**src/rtl/seq_divider.sv**
```systemverilog
// Multi-cycle restoring divider (RISC-V DIV/DIVU/REM/REMU semantics) sharing one add/subtract datapath.
// Done pulses n+1 cycles after an accepted start (1 cycle for divide by zero); start is ignored while busy.

module adder #(
  parameter int w = 9
) (
  input  logic [w-1:0] x,
  input  logic [w-1:0] y,
  input  logic         nadd_sub,
  output logic [w-1:0] sum,
  output logic         carry
);
  logic [w-1:0] y_eff;

  assign y_eff        = nadd_sub ? ~y : y;
  assign {carry, sum} = {1'b0, x} + {1'b0, y_eff} + {{w{1'b0}}, nadd_sub};
endmodule

module seq_divider #(
  parameter int n = 8
) (
  input  logic         clk,
  input  logic         rst_n,
  input  logic         start,
  input  logic         is_signed,
  input  logic [n-1:0] dividend,
  input  logic [n-1:0] divisor,
  output logic         busy,
  output logic         done,
  output logic [n-1:0] quotient,
  output logic [n-1:0] remainder,
  output logic         div_by_zero
);
  localparam int             cw   = $clog2(n + 1);
  localparam logic [cw-1:0]  last = cw'(n - 1);
  localparam logic [n-1:0]   one  = {{(n-1){1'b0}}, 1'b1};

  typedef enum logic [1:0] {IDLE, RUN, FIX, DONE} state_t;

  state_t        state, next_state;
  logic [n-1:0]  r, q, dvs_mag, dvd_orig;
  logic [cw-1:0] count;
  logic          sign_q, sign_r, dbz;
  logic          accept, dvs_zero, take, carry;
  logic [n:0]    t, diff;
  logic [n-1:0]  dvd_abs, dvs_abs;

  assign accept   = start && (state == IDLE || state == DONE);
  assign dvs_zero = (divisor == '0);
  assign dvd_abs  = (is_signed && dividend[n-1]) ? (~dividend + one) : dividend;
  assign dvs_abs  = (is_signed && divisor[n-1])  ? (~divisor + one)  : divisor;

  assign t = {r, q[n-1]};

  adder #(.w(n + 1)) u_sub (
    .x        (t),
    .y        ({1'b0, dvs_mag}),
    .nadd_sub (1'b1),
    .sum      (diff),
    .carry    (carry)
  );

  // With R < divisor, diff[n] is simply ~carry; both are checked so every result bit is consumed.
  assign take = carry & ~diff[n];

  always_ff @(posedge clk or negedge rst_n) begin
    if (!rst_n) state <= IDLE;
    else        state <= next_state;
  end

  always_comb begin
    next_state = state;
    case (state)
      IDLE: if (start) next_state = dvs_zero ? FIX : RUN;
      RUN:  if (count == last) next_state = FIX;
      FIX:  next_state = DONE;
      DONE: next_state = start ? (dvs_zero ? FIX : RUN) : IDLE;
      default: next_state = IDLE;
    endcase
  end

  always_ff @(posedge clk or negedge rst_n) begin
    if (!rst_n) begin
      r           <= '0;
      q           <= '0;
      dvs_mag     <= '0;
      dvd_orig    <= '0;
      count       <= '0;
      sign_q      <= 1'b0;
      sign_r      <= 1'b0;
      dbz         <= 1'b0;
      quotient    <= '0;
      remainder   <= '0;
      div_by_zero <= 1'b0;
    end else if (accept) begin
      sign_q   <= is_signed & (dividend[n-1] ^ divisor[n-1]);
      sign_r   <= is_signed & dividend[n-1];
      q        <= dvd_abs;
      dvs_mag  <= dvs_abs;
      dvd_orig <= dividend;
      r        <= '0;
      count    <= '0;
      dbz      <= dvs_zero;
    end else if (state == RUN) begin
      r     <= take ? diff[n-1:0] : t[n-1:0];
      q     <= {q[n-2:0], take};
      count <= count + 1'b1;
    end else if (state == FIX) begin
      if (dbz) begin
        quotient    <= '1;
        remainder   <= dvd_orig;
        div_by_zero <= 1'b1;
      end else begin
        quotient    <= sign_q ? (~q + one) : q;
        remainder   <= sign_r ? (~r + one) : r;
        div_by_zero <= 1'b0;
      end
    end
  end

  assign busy = (state == RUN) || (state == FIX);
  assign done = (state == DONE);
endmodule
```
**config.mk**
```make
export PLATFORM = sky130hd
export DESIGN_NAME = seq_divider
export DESIGN_NICKNAME = d
export VERILOG_FILES = /design/src/rtl/seq_divider.sv
export SDC_FILE = /design/constraint.sdc
export NUM_CORES = 1
export LEC_CHECK = 0
export CELL_PAD_IN_SITES_DETAIL_PLACEMENT = 2
export CELL_PAD_IN_SITES_GLOBAL_PLACEMENT = 2
export CORE_MARGIN = 1.5
export CORE_UTILIZATION = 38
export CTS_CLUSTER_SIZE = 25
export DETAILED_ROUTE_END_ITERATION = 6
export HOLD_SLACK_MARGIN = 0.08
export PLACE_DENSITY = 0.82
export SLEW_MARGIN = 5
export SYNTH_ARGS = -nofsm -noshare
export SYNTH_HDL_FRONTEND = slang
export SYNTH_SLANG_ARGS = --single-unit
```
**constraint.sdc**
```tcl
create_clock -name clk -period 3.5 [get_ports clk]
set_input_delay 0.7 -clock clk [delete_from_list [all_inputs] [get_ports clk]]
set_output_delay 0.7 -clock clk [all_outputs]
set_load 0.005 [all_outputs]
```
==> qor.csv <==
metric,value,unit
grt ovf,0,
setup TNS,0,ns
number of placement rows,35,
Post-Syn Area per Cell,9.16,um^2
CTS tree,built,
max-slew violation count,0,
Psw,0.00182,W
largest net degree at the start of global routing,44,
Gate power share,0.541,
Cell variety after synth,50,
Port Buffers,38,
DP Wirelength,7.51,mm
CTS sink cnt,58,
Crit Reg-Reg Endpoint,q[0]$_DFFE_PN0P_,
setup bufs post-CTS,0,
CTS Hold Bufs,0,
die width,100,um
clock transition at the registers of the reported paths,0.07,ns
Final Hold Viols,0,
gr usage total,0.224,
first-pass GRT wire length,17.3,mm
die area,10000,um^2
core area,9200,um^2
vias in the first global route,3376,
# Max-Cap Violations,0,
Cells after Synth,391,
Post-route DRC,0,
# resized after CTS,0,
remaining antenna violation count,0,
total power,0.00419,W
mapped cell area,3580,um^2
nets@finish,467,
crit start category,flop,
Final Cycle Share,0.749,
Setup WS post-layout,0.878,ns
pre-CTS WS,0.872,ns
sequential share of the synthesized area,0.405,
TritonRoute pass-1 iters,4,
PD cells,989,nW/um^2
Synth warnings,0,
Skew-Pair Late Insertion Delay,0.33,ns
routed length per instance,19.0,um
CP Max Fanout,8,
Worst setup endpoint,q[0]$_DFFE_PN0P_,
Clock Skew,0.00476,ns
Reg2Reg Setup Slack,0.88,ns
Inserted Clock Buffers,9,
layout cells sized above 1,0.0995,
Fillers,1020,
Initial DRC Count,96,
fmax,381,MHz
worst flop-to-flop path startpoint,q[7]$_DFFE_PN0P_,
"Cell Count, Final, Fillers Out",543,
Area Growth Syn to Fin,18.2,%
CP Capture Type,flop,
Critical Path Start,q[7]$_DFFE_PN0P_,
Final min period,2.62,ns
Slew HR,0.325,
flop and latch count out of synthesis,58,
pin slew with the least headroom to its limit,1.01,ns
Starting Density,0.390,
dpl cells,528,
Worst Path Required,3.76,ns
initial antenna violation count,0,
Die H,100,um
final core utilization,0.460,
Pleak,1.86,nW
Mapped Nets,430,
Seq pwr share,0.303,
clk buf depth,2,
Ports,39,
Root Buffer,clkbuf_8,
CP Class,flop to flop,
n_diodes,0,
Via density,5.63,
Max VDD drop,0.000368,V
gp weighted congestion,0.799,
Hold WC Path Type,flop to flop,
htree depth,3,
RSZ-0062 raised after global routing,no,
aggregate routed wire length,10.3,mm
Internal,0.00237,W
status,finished clean,
switching share of total power,0.435,
Worst Reg-to-Reg Cells,10,
Final Setup Violations,0,
Worst EP arrival,2.88,ns
clock share of power,0.156,
via count,3057,
## per-layer routing
metal	share of wire	wire length, um	vias to the layer above	global-route usage
met3	0.032	333	15	0.0446
li1	-	-	1424	-
met5	0	0	-	0
met4	0.012	125	0	0.0498
met2	0.52	5360	60	0.401
met1	0.44	4510	1558	0.278
## cell usage after synthesis, drive strengths merged
| master | instances | area, um^2 |
|---|---|---|
| a21o | 4 | 35.0 |
| nand3 | 11 | 55.1 |
| ha | 18 | 225 |
| o31a | 1 | 8.76 |
| a31oi | 17 | 121 |
| and2 | 1 | 6.26 |
| nand4 | 1 | 6.26 |
| nand2 | 56 | 210 |
| o22ai | 3 | 18.8 |
| a21oi | 11 | 58.8 |
| nand2b | 5 | 31.3 |
| o21ai | 43 | 219 |
| a41o | 1 | 10.0 |
| and3 | 3 | 18.8 |
| mux2i | 13 | 130 |
| nor4 | 1 | 6.26 |
| clkbuf | 16 | 100 |
| a22oi | 1 | 7.51 |
| nor3b | 2 | 15.0 |
| inv | 22 | 82.6 |
| o211ai | 2 | 20.0 |
| a211o | 1 | 10.0 |
| buf | 2 | 15.0 |
| o31ai | 4 | 43.8 |
| mux2 | 8 | 90.1 |
| nor2b | 4 | 25.0 |
| or3 | 5 | 36.3 |
| o41ai | 2 | 17.5 |
| fa | 1 | 20.0 |
| nor2 | 30 | 113 |
| a2111oi | 1 | 8.76 |
| nand3b | 1 | 7.51 |
| dfrtp | 58 | 1450 |
| o311ai | 1 | 8.76 |
| a211oi | 3 | 27.5 |
| nor3 | 4 | 20.0 |
| or4 | 1 | 7.51 |
| xnor2 | 14 | 123 |
| o2111ai | 1 | 15.0 |
| xor2 | 18 | 158 |
## worst min path at each step
stage	startpoint	depth (start not counted)	endpoint
floorplan	rst_n	0	count[0]$_DFFE_PN0P_
global placement	dvd_orig[0]$_DFFE_PN0P_	2	dvd_orig[0]$_DFFE_PN0P_
detailed placement	dvd_orig[0]$_DFFE_PN0P_	2	dvd_orig[0]$_DFFE_PN0P_
CTS	dvs_mag[6]$_DFFE_PN0P_	2	dvs_mag[6]$_DFFE_PN0P_
global route	dvd_orig[2]$_DFFE_PN0P_	2	dvd_orig[2]$_DFFE_PN0P_
finish	dvs_mag[6]$_DFFE_PN0P_	2	dvs_mag[6]$_DFFE_PN0P_
## per-stage QoR
stage / cell area, um^2 / hold slack (ns)
final: 4230 / 0.485
after global routing: 4230 / 0.517
after CTS: 4230 / 0.496
after detailed placement: 4030 / 0.477
after global placement: 4030 / 0.459
after floorplan: 3580 / 0.404
## area by class of cell
type,count,area [um^2],share of cell area
well taps,111,139,0.0328
multi-input cells,293,1940,0.457
inverters,22,82.6,0.0195
clock inverters,2,35.0,0.00827
flip-flops and latches,58,1450,0.343
repair buffers,44,420,0.0993
clock buffers,13,169,0.0399
## registers in the layout, summed over array words and instances, names as in the netlist
signal	count
dvd_orig	8
dvs_mag	8
q	8
quotient	8
r	8
remainder	8
count	4
state	2
dbz	1
div_by_zero	1
sign_q	1
sign_r	1
## critical path, cell delays in order (launching register included)
cell	delay [ns]
dfrtp_1	0.40
inv_1	0.12
ha_1	0.18
inv_1	0.05
fa_1	0.43
a211oi_1	0.30
o21ai_2	0.13
a31oi_4	0.29
nand2_1	0.26
and3_1	0.26
o21ai_1	0.13
## power groups by stage
stage	logic (W)	clock network (W)	registers (W)
6_report	0.00226	0.000654	0.00127
5_1_grt	0.00255	0.000697	0.00131
4_1_cts	0.00230	0.000670	0.00127
3_5_place_dp	0.00226	0	0.00128
3_3_place_gp	0.00213	0	0.00125
2_1_floorplan	0.00164	0	0.00117
## cell usage in the layout (no fill, tap or decap), types with 3 or more instances in the layout
cell type	count
buf_4	6
o21ai_1	19
nor3_1	4
or3_1	4
nor2b_1	3
clkdlybuf4s50_1	37
a21oi_1	10
ha_1	18
nand2_1	56
xor2_1	18
inv_1	22
and3_1	3
xnor2_1	14
nand2b_1	5
dfrtp_1	58
o22ai_1	3
mux2i_1	13
mux2_2	8
o31ai_1	3
a31oi_1	16
clkbuf_8	12
a21o_2	4
o21ai_0	23
nor2_1	30
nand3_1	11
## cells by family after synthesis
family / share of synthesized area
buffers and inverters: 0.0552
adder cells (fa/ha/maj): 0.0684
multiplexers: 0.0615
XOR/XNOR: 0.0782
AND/OR/NAND/NOR: 0.156
flip-flops: 0.405
AO/OA/AOI/OAI: 0.176
No activity file was read; power rests on OpenSTA's default activity.
